### src/rtl/tube_r3_dma_ctrl.sv
// Tube register 3 DMA sequencer: drives drq/dack_b handshakes, counts bytes, flags tc and ack timeouts.
// Optional feature macro: TUBE_DMA_IRQ_EN adds a sticky completion interrupt on irq_done.
module tube_r3_dma_ctrl #(
    parameter int CNT_W   = 16,
    parameter int TIMEOUT = 255
) (
    input  logic             clk,
    input  logic             h_rst_b,
    input  logic             t_flag,
    input  logic             en,
    input  logic             two_byte,
    input  logic             cfg_load,
    input  logic [CNT_W-1:0] cfg_len,
    input  logic             cfg_dir,
    input  logic [1:0]       hp3_cnt,
    input  logic [1:0]       ph3_cnt,
    input  logic             dack_b,
    input  logic             p_strobe_b,
    output logic             drq,
    output logic             busy,
    output logic             tc,
    output logic             err,
    output logic [CNT_W-1:0] remaining,
    output logic             irq_done
);

    localparam int TW = (TIMEOUT < 2) ? 1 : $clog2(TIMEOUT + 1);

    typedef enum logic [2:0] {
        IDLE,
        ARM,
        REQ,
        ACK,
        REL,
        DONE,
        ERR
    } state_t;

    state_t           state, state_nxt;
    logic             dir_q, dir_nxt;
    logic             strobe_low_q, strobe_low_nxt;
    logic [TW-1:0]    tmo_q, tmo_nxt;
    logic             drq_nxt, busy_nxt, tc_nxt, err_nxt;
    logic [CNT_W-1:0] rem_nxt;
    logic [1:0]       thr;
    logic             ready;

    // R3 can take another byte once enough data (read) or space (write) is present
    assign thr   = two_byte ? 2'd2 : 2'd1;
    assign ready = dir_q ? (hp3_cnt >= thr) : (ph3_cnt <= (2'd2 - thr));

    always_ff @(posedge clk or negedge h_rst_b) begin
        if (!h_rst_b) begin
            state        <= IDLE;
            dir_q        <= 1'b0;
            strobe_low_q <= 1'b0;
            tmo_q        <= '0;
            drq          <= 1'b0;
            busy         <= 1'b0;
            tc           <= 1'b0;
            err          <= 1'b0;
            remaining    <= '0;
        end else begin
            state        <= state_nxt;
            dir_q        <= dir_nxt;
            strobe_low_q <= strobe_low_nxt;
            tmo_q        <= tmo_nxt;
            drq          <= drq_nxt;
            busy         <= busy_nxt;
            tc           <= tc_nxt;
            err          <= err_nxt;
            remaining    <= rem_nxt;
        end
    end

    always_comb begin
        state_nxt      = state;
        dir_nxt        = dir_q;
        strobe_low_nxt = strobe_low_q;
        tmo_nxt        = tmo_q;
        drq_nxt        = drq;
        busy_nxt       = busy;
        tc_nxt         = 1'b0;
        err_nxt        = err;
        rem_nxt        = remaining;

        if (t_flag) begin
            state_nxt = IDLE;
            drq_nxt   = 1'b0;
            busy_nxt  = 1'b0;
            err_nxt   = 1'b0;
            rem_nxt   = '0;
        end else begin
            case (state)
                IDLE: begin
                    if (cfg_load) begin
                        if (cfg_len != '0) begin
                            dir_nxt   = cfg_dir;
                            rem_nxt   = cfg_len;
                            err_nxt   = 1'b0;
                            busy_nxt  = 1'b1;
                            state_nxt = ARM;
                        end else begin
                            tc_nxt = 1'b1;
                        end
                    end
                end
                ARM: begin
                    if (en && ready) begin
                        drq_nxt   = 1'b1;
                        state_nxt = REQ;
                    end
                end
                REQ: begin
                    drq_nxt = 1'b1;
                    if (!dack_b) begin
                        tmo_nxt        = '0;
                        strobe_low_nxt = 1'b0;
                        state_nxt      = ACK;
                    end
                end
                // A byte completes on the strobe's rising edge while the ack is still held
                ACK: begin
                    if (!dack_b && strobe_low_q && p_strobe_b) begin
                        if (remaining != '0)
                            rem_nxt = remaining - 1'b1;
                        drq_nxt   = 1'b0;
                        state_nxt = REL;
                    end else if (tmo_q == TW'(TIMEOUT - 1)) begin
                        drq_nxt   = 1'b0;
                        err_nxt   = 1'b1;
                        state_nxt = ERR;
                    end else begin
                        tmo_nxt = tmo_q + 1'b1;
                        if (!dack_b && !p_strobe_b)
                            strobe_low_nxt = 1'b1;
                    end
                end
                REL: begin
                    if (dack_b) begin
                        if (remaining == '0) begin
                            tc_nxt    = 1'b1;
                            state_nxt = DONE;
                        end else begin
                            state_nxt = ARM;
                        end
                    end
                end
                DONE: begin
                    busy_nxt  = 1'b0;
                    state_nxt = IDLE;
                end
                ERR: begin
                    busy_nxt  = 1'b0;
                    state_nxt = IDLE;
                end
                default: begin
                    state_nxt = IDLE;
                end
            endcase
        end
    end

`ifdef TUBE_DMA_IRQ_EN
    logic irq_q;
    logic irq_set;
    logic irq_clr;

    // Set on entry to DONE/ERR; an accepted load or Tube reset clears it
    assign irq_set = (state_nxt != state) && ((state_nxt == DONE) || (state_nxt == ERR));
    assign irq_clr = t_flag || ((state == IDLE) && (state_nxt == ARM));

    always_ff @(posedge clk or negedge h_rst_b) begin
        if (!h_rst_b)
            irq_q <= 1'b0;
        else if (irq_clr)
            irq_q <= 1'b0;
        else if (irq_set)
            irq_q <= 1'b1;
    end

    assign irq_done = irq_q;
`else
    assign irq_done = 1'b0;
`endif

endmodule

### config.mk
export PLATFORM = sky130hd
export DESIGN_NAME = tube_r3_dma_ctrl
export DESIGN_NICKNAME = d
export VERILOG_FILES = /design/src/rtl/tube_r3_dma_ctrl.sv
export SDC_FILE = /design/constraint.sdc
export NUM_CORES = 1
export LEC_CHECK = 0
export CAP_MARGIN = 20
export CORE_ASPECT_RATIO = 0.9
export CORE_MARGIN = 2
export CORE_UTILIZATION = 46
export DETAILED_ROUTE_END_ITERATION = 12
export PLACE_DENSITY_LB_ADDON = 0.1
export SLEW_MARGIN = 20
export SYNTH_ARGS = -nofsm -noshare
export SYNTH_HDL_FRONTEND = slang
export SYNTH_SLANG_ARGS = --single-unit
### constraint.sdc
create_clock -name clk -period 1.86 [get_ports clk]
set_input_delay 0.279 -clock clk [delete_from_list [all_inputs] [get_ports clk]]
set_output_delay 0.279 -clock clk [all_outputs]
set_load 0.01 [all_outputs]
# Yosys cells after proc, flatten, opt, wreduce, memory -nomap -nowiden
# Cells that the tools add are included.
[word_totals] regBits=33 output_inout_bits=21
[classes] n_addsub=3 n_lt_le_gt_ge=2 eq_ne=21 mux=48 bitwise=1 reduce_logical=23
[ops] op="2-to-1 mux 16 bit" n=5
[ops] op="case mux 16 bit (2 select lines)" n=1
[ops] op="nonzero test 16 bit" n=2
[ops] op="2-to-1 mux 3 bit" n=9
[ops] op="inequality test 3 bit, second input constant" n=9
[ops] op="2-to-1 mux 8 bit" n=3
[ops] op="2-to-1 mux 1 bit" n=22
[ops] op="zero test 16 bit" n=1
[ops] op="case mux 8 bit (2 select lines)" n=1
[ops] op="subtractor 16 x 1 -> 16 bit, second input constant" n=1
[ops] op="case mux 3 bit (5 select lines)" n=1
[ops] op="AND reduction 5 bit" n=3
[ops] op="AND reduction 6 bit" n=2
[ops] op="== test 3 bit, second input constant" n=3
[ops] op="adder 8 x 1 -> 8 bit, second input constant" n=1
[ops] op="== test 8 bit, second input constant" n=1
[ops] op="inequality test 2 bit, second input constant" n=4
[ops] op="case mux 1 bit (2 select lines)" n=4
[ops] op="== test 3 x 2 -> 1 bit, second input constant" n=2
[ops] op="AND reduction 3 bit" n=2
[ops] op="nonzero test 3 bit" n=2
[ops] op="logical AND 1 bit" n=4
[ops] op="inequality test 4 bit, second input constant" n=1
[ops] op="AND reduction 4 bit" n=1
[ops] op="other kinds (12)" n=13

# Longest topological paths before layout
[logic_depth] ltp_word=8 depth_mapped=9

# Least setup slack after synthesis
# OpenSTA, ideal clock, no wires.
[synth_timing] kind="register -> register" startpoint="register remaining[0]" endpoint="register remaining[13]" setup_ps=131 arrival_ps=1807 required_ps=1729 slack_ps=-78 stages_incl_launch_ff=10 n_path_buf=2 cell_sequence="dfrtp_1 inv_1 ha_1 nor3b_4 nand2_1 nor2_2 or2_1 buf_6 buf_12 o22ai_2"
[synth_via] elab_chain_cells=5
[synth_lines] item="from (decl)" line_no="23" text="output logic [CNT_W-1:0] remaining,"
[synth_lines] item="from (signal assigned)" line_no="72" text="remaining <= rem_nxt;"
[synth_lines] item="subtractor 16 x 1 -> 16 bit" line_no="126" text="rem_nxt = remaining - 1'b1;"
[synth_lines] item="2-to-1 mux 16 bit" line_no="125" text="if (remaining != '0)"
[synth_lines] item="2-to-1 mux 16 bit" line_no="124" text="if (!dack_b && strobe_low_q && p_strobe_b) begin"
[synth_lines] item="case mux 16 bit (2 select lines)" line_no="94" text="case (state)"
[synth_lines] item="2-to-1 mux 16 bit" line_no="87" text="if (t_flag) begin"
# Several ways; a longest one is shown, not always the timed one. The select of a mux whose other input is x is not followed.
# A chain may end at the register's enable or synchronous reset.

# Worst setup path in the final report
[layout_timing] startpoint="register remaining[9]" endpoint="register remaining[14]"
# The elaborated chain is that of the path after synthesis.

==> out/results.ini <==
[run_status]
status=finished with violations
violations=negative setup slack

[floorplan]
start_util_pct=47.7
die_area_mm2=0.00560
coreArea_mm2=0.00483
die_x_um=78.7
rows=24
ioPinCount=50
dieHeight_um=71.2

[place]
place_congestion=0.869
place_inst=415
placed_cell_area_mm2=0.00326
io_buffer_count=48
dp_hpwl_um=4860

[clocking]
cts_tree=done
path_clk_slew_ps=70
clock_sinks=33
cts-htree-levels=2
numCtsBuffers=5
clockRootBuffer=clkbuf_8
clockBufferDepth=2
clock_latency_ps=290

[timing]
fin_crit_sh_pct=101
maxSlewHeadroom_pct=38.5
setup_violations=1
finalClockSkew_ps=6.97
fmax_mhz=531
worst_slack_ps=-24.4
setup-tns-final_ps=-24.4
period_minus_slack_ps=1880
slew_viol_final=0
rsz0062_at_grt=yes
hold-worst-slack_ps=403
hold_viol_final=0
tightest_slew_ps=913

[final_layout]
final_util_pct=73.0
n_antenna_cell=0
regArea_um2=826
drive_gt1_share_pct=35.2
multi_input_area_mm2=0.00146
fillers=377
postLayoutCellArea_mm2=0.00353
area_growth_pct=53.0
finalNetCount=400
final_cells=431

[synthesis]
syn-num-nets=289
avgSynthCellArea_um2=9.09
synth_enable_flop_cells=0
synth_common_cells=dfrtp_1 (33), nor2_1 (23), a21oi_1 (19)
yosysSeqAreaShare_pct=35.8
synth_top_area_cell=dfrtp_1
synth_top_area_share_pct=35.8
synth_area_leaders=dfrtp_1 (36%), a21oi_1 (4.1%), o21ai_0 (3.9%)
yosys_warnings=0
ys_ff_latch=33
syn-cell-area_mm2=0.00231
synth-async-reset-ratio_pct=100
synthFlopType=dfrtp_1
yosysMostFrequentCell=dfrtp_1
synth_cell_types=59
synth_cells=254

[detailed_routing]
drtAntennaViolNets=0
via_count=2440
wire_per_inst_um=15.4
drt_wl_total_um=6630
dr.pass1.iters=4
drc=0
drt-initial-drc-count=226
viasPerCell=5.66

[setup_path]
critPathMaxFanout=5
crit_slowest_cell=or4_4
critPathTopFamily=simple AND/OR/NAND/NOR gates
cpPeakStageDelay_ps=570
worstPathCellList=or4_4, nor4_4, buf_4, a41oi_2, o21ai_2, o21ai_2
cp_data_required_time_ps=2040
cp.arrival_ps=2060
end_kind=flip-flop
cp_common_cell=o21ai_2
start_kind=flip-flop
crit_type=flip-flop to flip-flop
crit_buf_inv=1

[global_route]
antenna_found_initial=0
grt_pass1_vias=2249
track_usage_pct=24.0
grt.overflow.total=0
grt_max_degree=34
grt_pass1_wl_um=10700

[power_and_ir_drop]
ir_drop_uv=822
powerDensity_mw_per_mm2=1220
leakage_nw=1.52

[job]
drv_cap=0

[min_path]
hold_class=primary input to async pin

[area by class of cell]
cell class              count  share of cell area [%]
clock buffers               7                    2.73
well taps                  65                    2.30
inverters                  13                    1.38
repair buffers            116                    28.7
multi-input cells         196                    41.4
clock inverters             1                   0.142
flip-flops and latches     33                    23.4
[worst reg2reg max path: cells and delay by family, from the launching register on]
family | cells | cell delay [ps]
flip-flops | 1 | 380
AND/OR/NAND/NOR | 2 | 820
AO/OA/AOI/OAI | 3 | 380
buffers and inverters | 1 | 190
[final timing paths]
check                                         start                         to  cells past startpoint  slack, ps
setup / recovery           remaining[9]$_DFFE_PN0P_  remaining[14]$_DFFE_PN0P_                      6        -20
hold / removal                              h_rst_b   remaining[8]$_DFFE_PN0P_                      2        400
setup reg to reg           remaining[9]$_DFFE_PN0P_  remaining[14]$_DFFE_PN0P_                      6        -20
hold reg to reg                     err$_DFFE_PN0P_            err$_DFFE_PN0P_                      1        520
max in group asynchronous                   h_rst_b  remaining[15]$_DFFE_PN0P_                      2       1130
min in group clk                    err$_DFFE_PN0P_            err$_DFFE_PN0P_                      1        520
[cells by family after synthesis]
group	after synthesis	synth area share, %
AOI/OAI and AO/OA	96	28.5
muxes	7	3.25
DFF	33	35.8
buffers and inverters	25	5.80
and+or+nand+nor	86	23.3
other	1	0.162
adders and majority gates	6	3.25
[cell usage in the layout, fill, tap and decap left out, types with 4 or more instances in the layout]
master / instances
nand2_1: 12
clkdlybuf4s50_1: 47
dfrtp_1: 33
ha_1: 5
buf_4: 65
inv_1: 10
a32oi_1: 5
o21ai_0: 13
nand3_1: 4
o21ai_1: 7
a21oi_1: 17
nor4_2: 5
nor2_2: 4
a22oi_1: 6
clkbuf_8: 7
a31oi_1: 4
nand2b_1: 4
a22o_1: 5
o21ai_2: 14
nor3_1: 8
nor2_1: 21
[through the flow]
step,worst slack [ps],total power [mW]
6_report,-24.4,4.31
5_1_grt,-57.4,4.59
4_1_cts,17.3,4.09
3_5_place_dp,-396,3.46
3_3_place_gp,-329,3.42
2_1_floorplan,21.3,2.38
[flip-flops by register name, summed over array words and instances, names as in the netlist]
| name | flops |
|---|---|
| tc | 1 |
| busy | 1 |
| err | 1 |
| drq | 1 |
| tmo_q | 8 |
| remaining | 16 |
| dir_q | 1 |
| state | 3 |
| strobe_low_q | 1 |
[repair_timing]
item / CTS / global route
buffers inserted: 0 / 8
pin swaps: 0 / 12
hold buffers: 0 / 0
hold endpoints to repair: 0 / 0
gates resized for setup: 2 / 29
endpoints found under the setup margin: 3 / 24
[report_power, final]
group	leakage, nW	internal [mW]	switching [mW]	total, mW
Combinational	1.04	1.28	1.25	2.52
Clock	0.0542	0.335	0.269	0.603
Sequential	0.425	0.939	0.246	1.19
Total	1.52	2.55	1.76	4.31
[layer usage]
layer	wire length [um]	vias up	track usage [%]
met5	0	-	0
met4	57	0	6.04
met3	373	6	5.23
met2	2970	78	36.3
met1	3230	1167	35.2
li1	-	1189	-
Note: power is estimated with default switching activity, not from simulation.
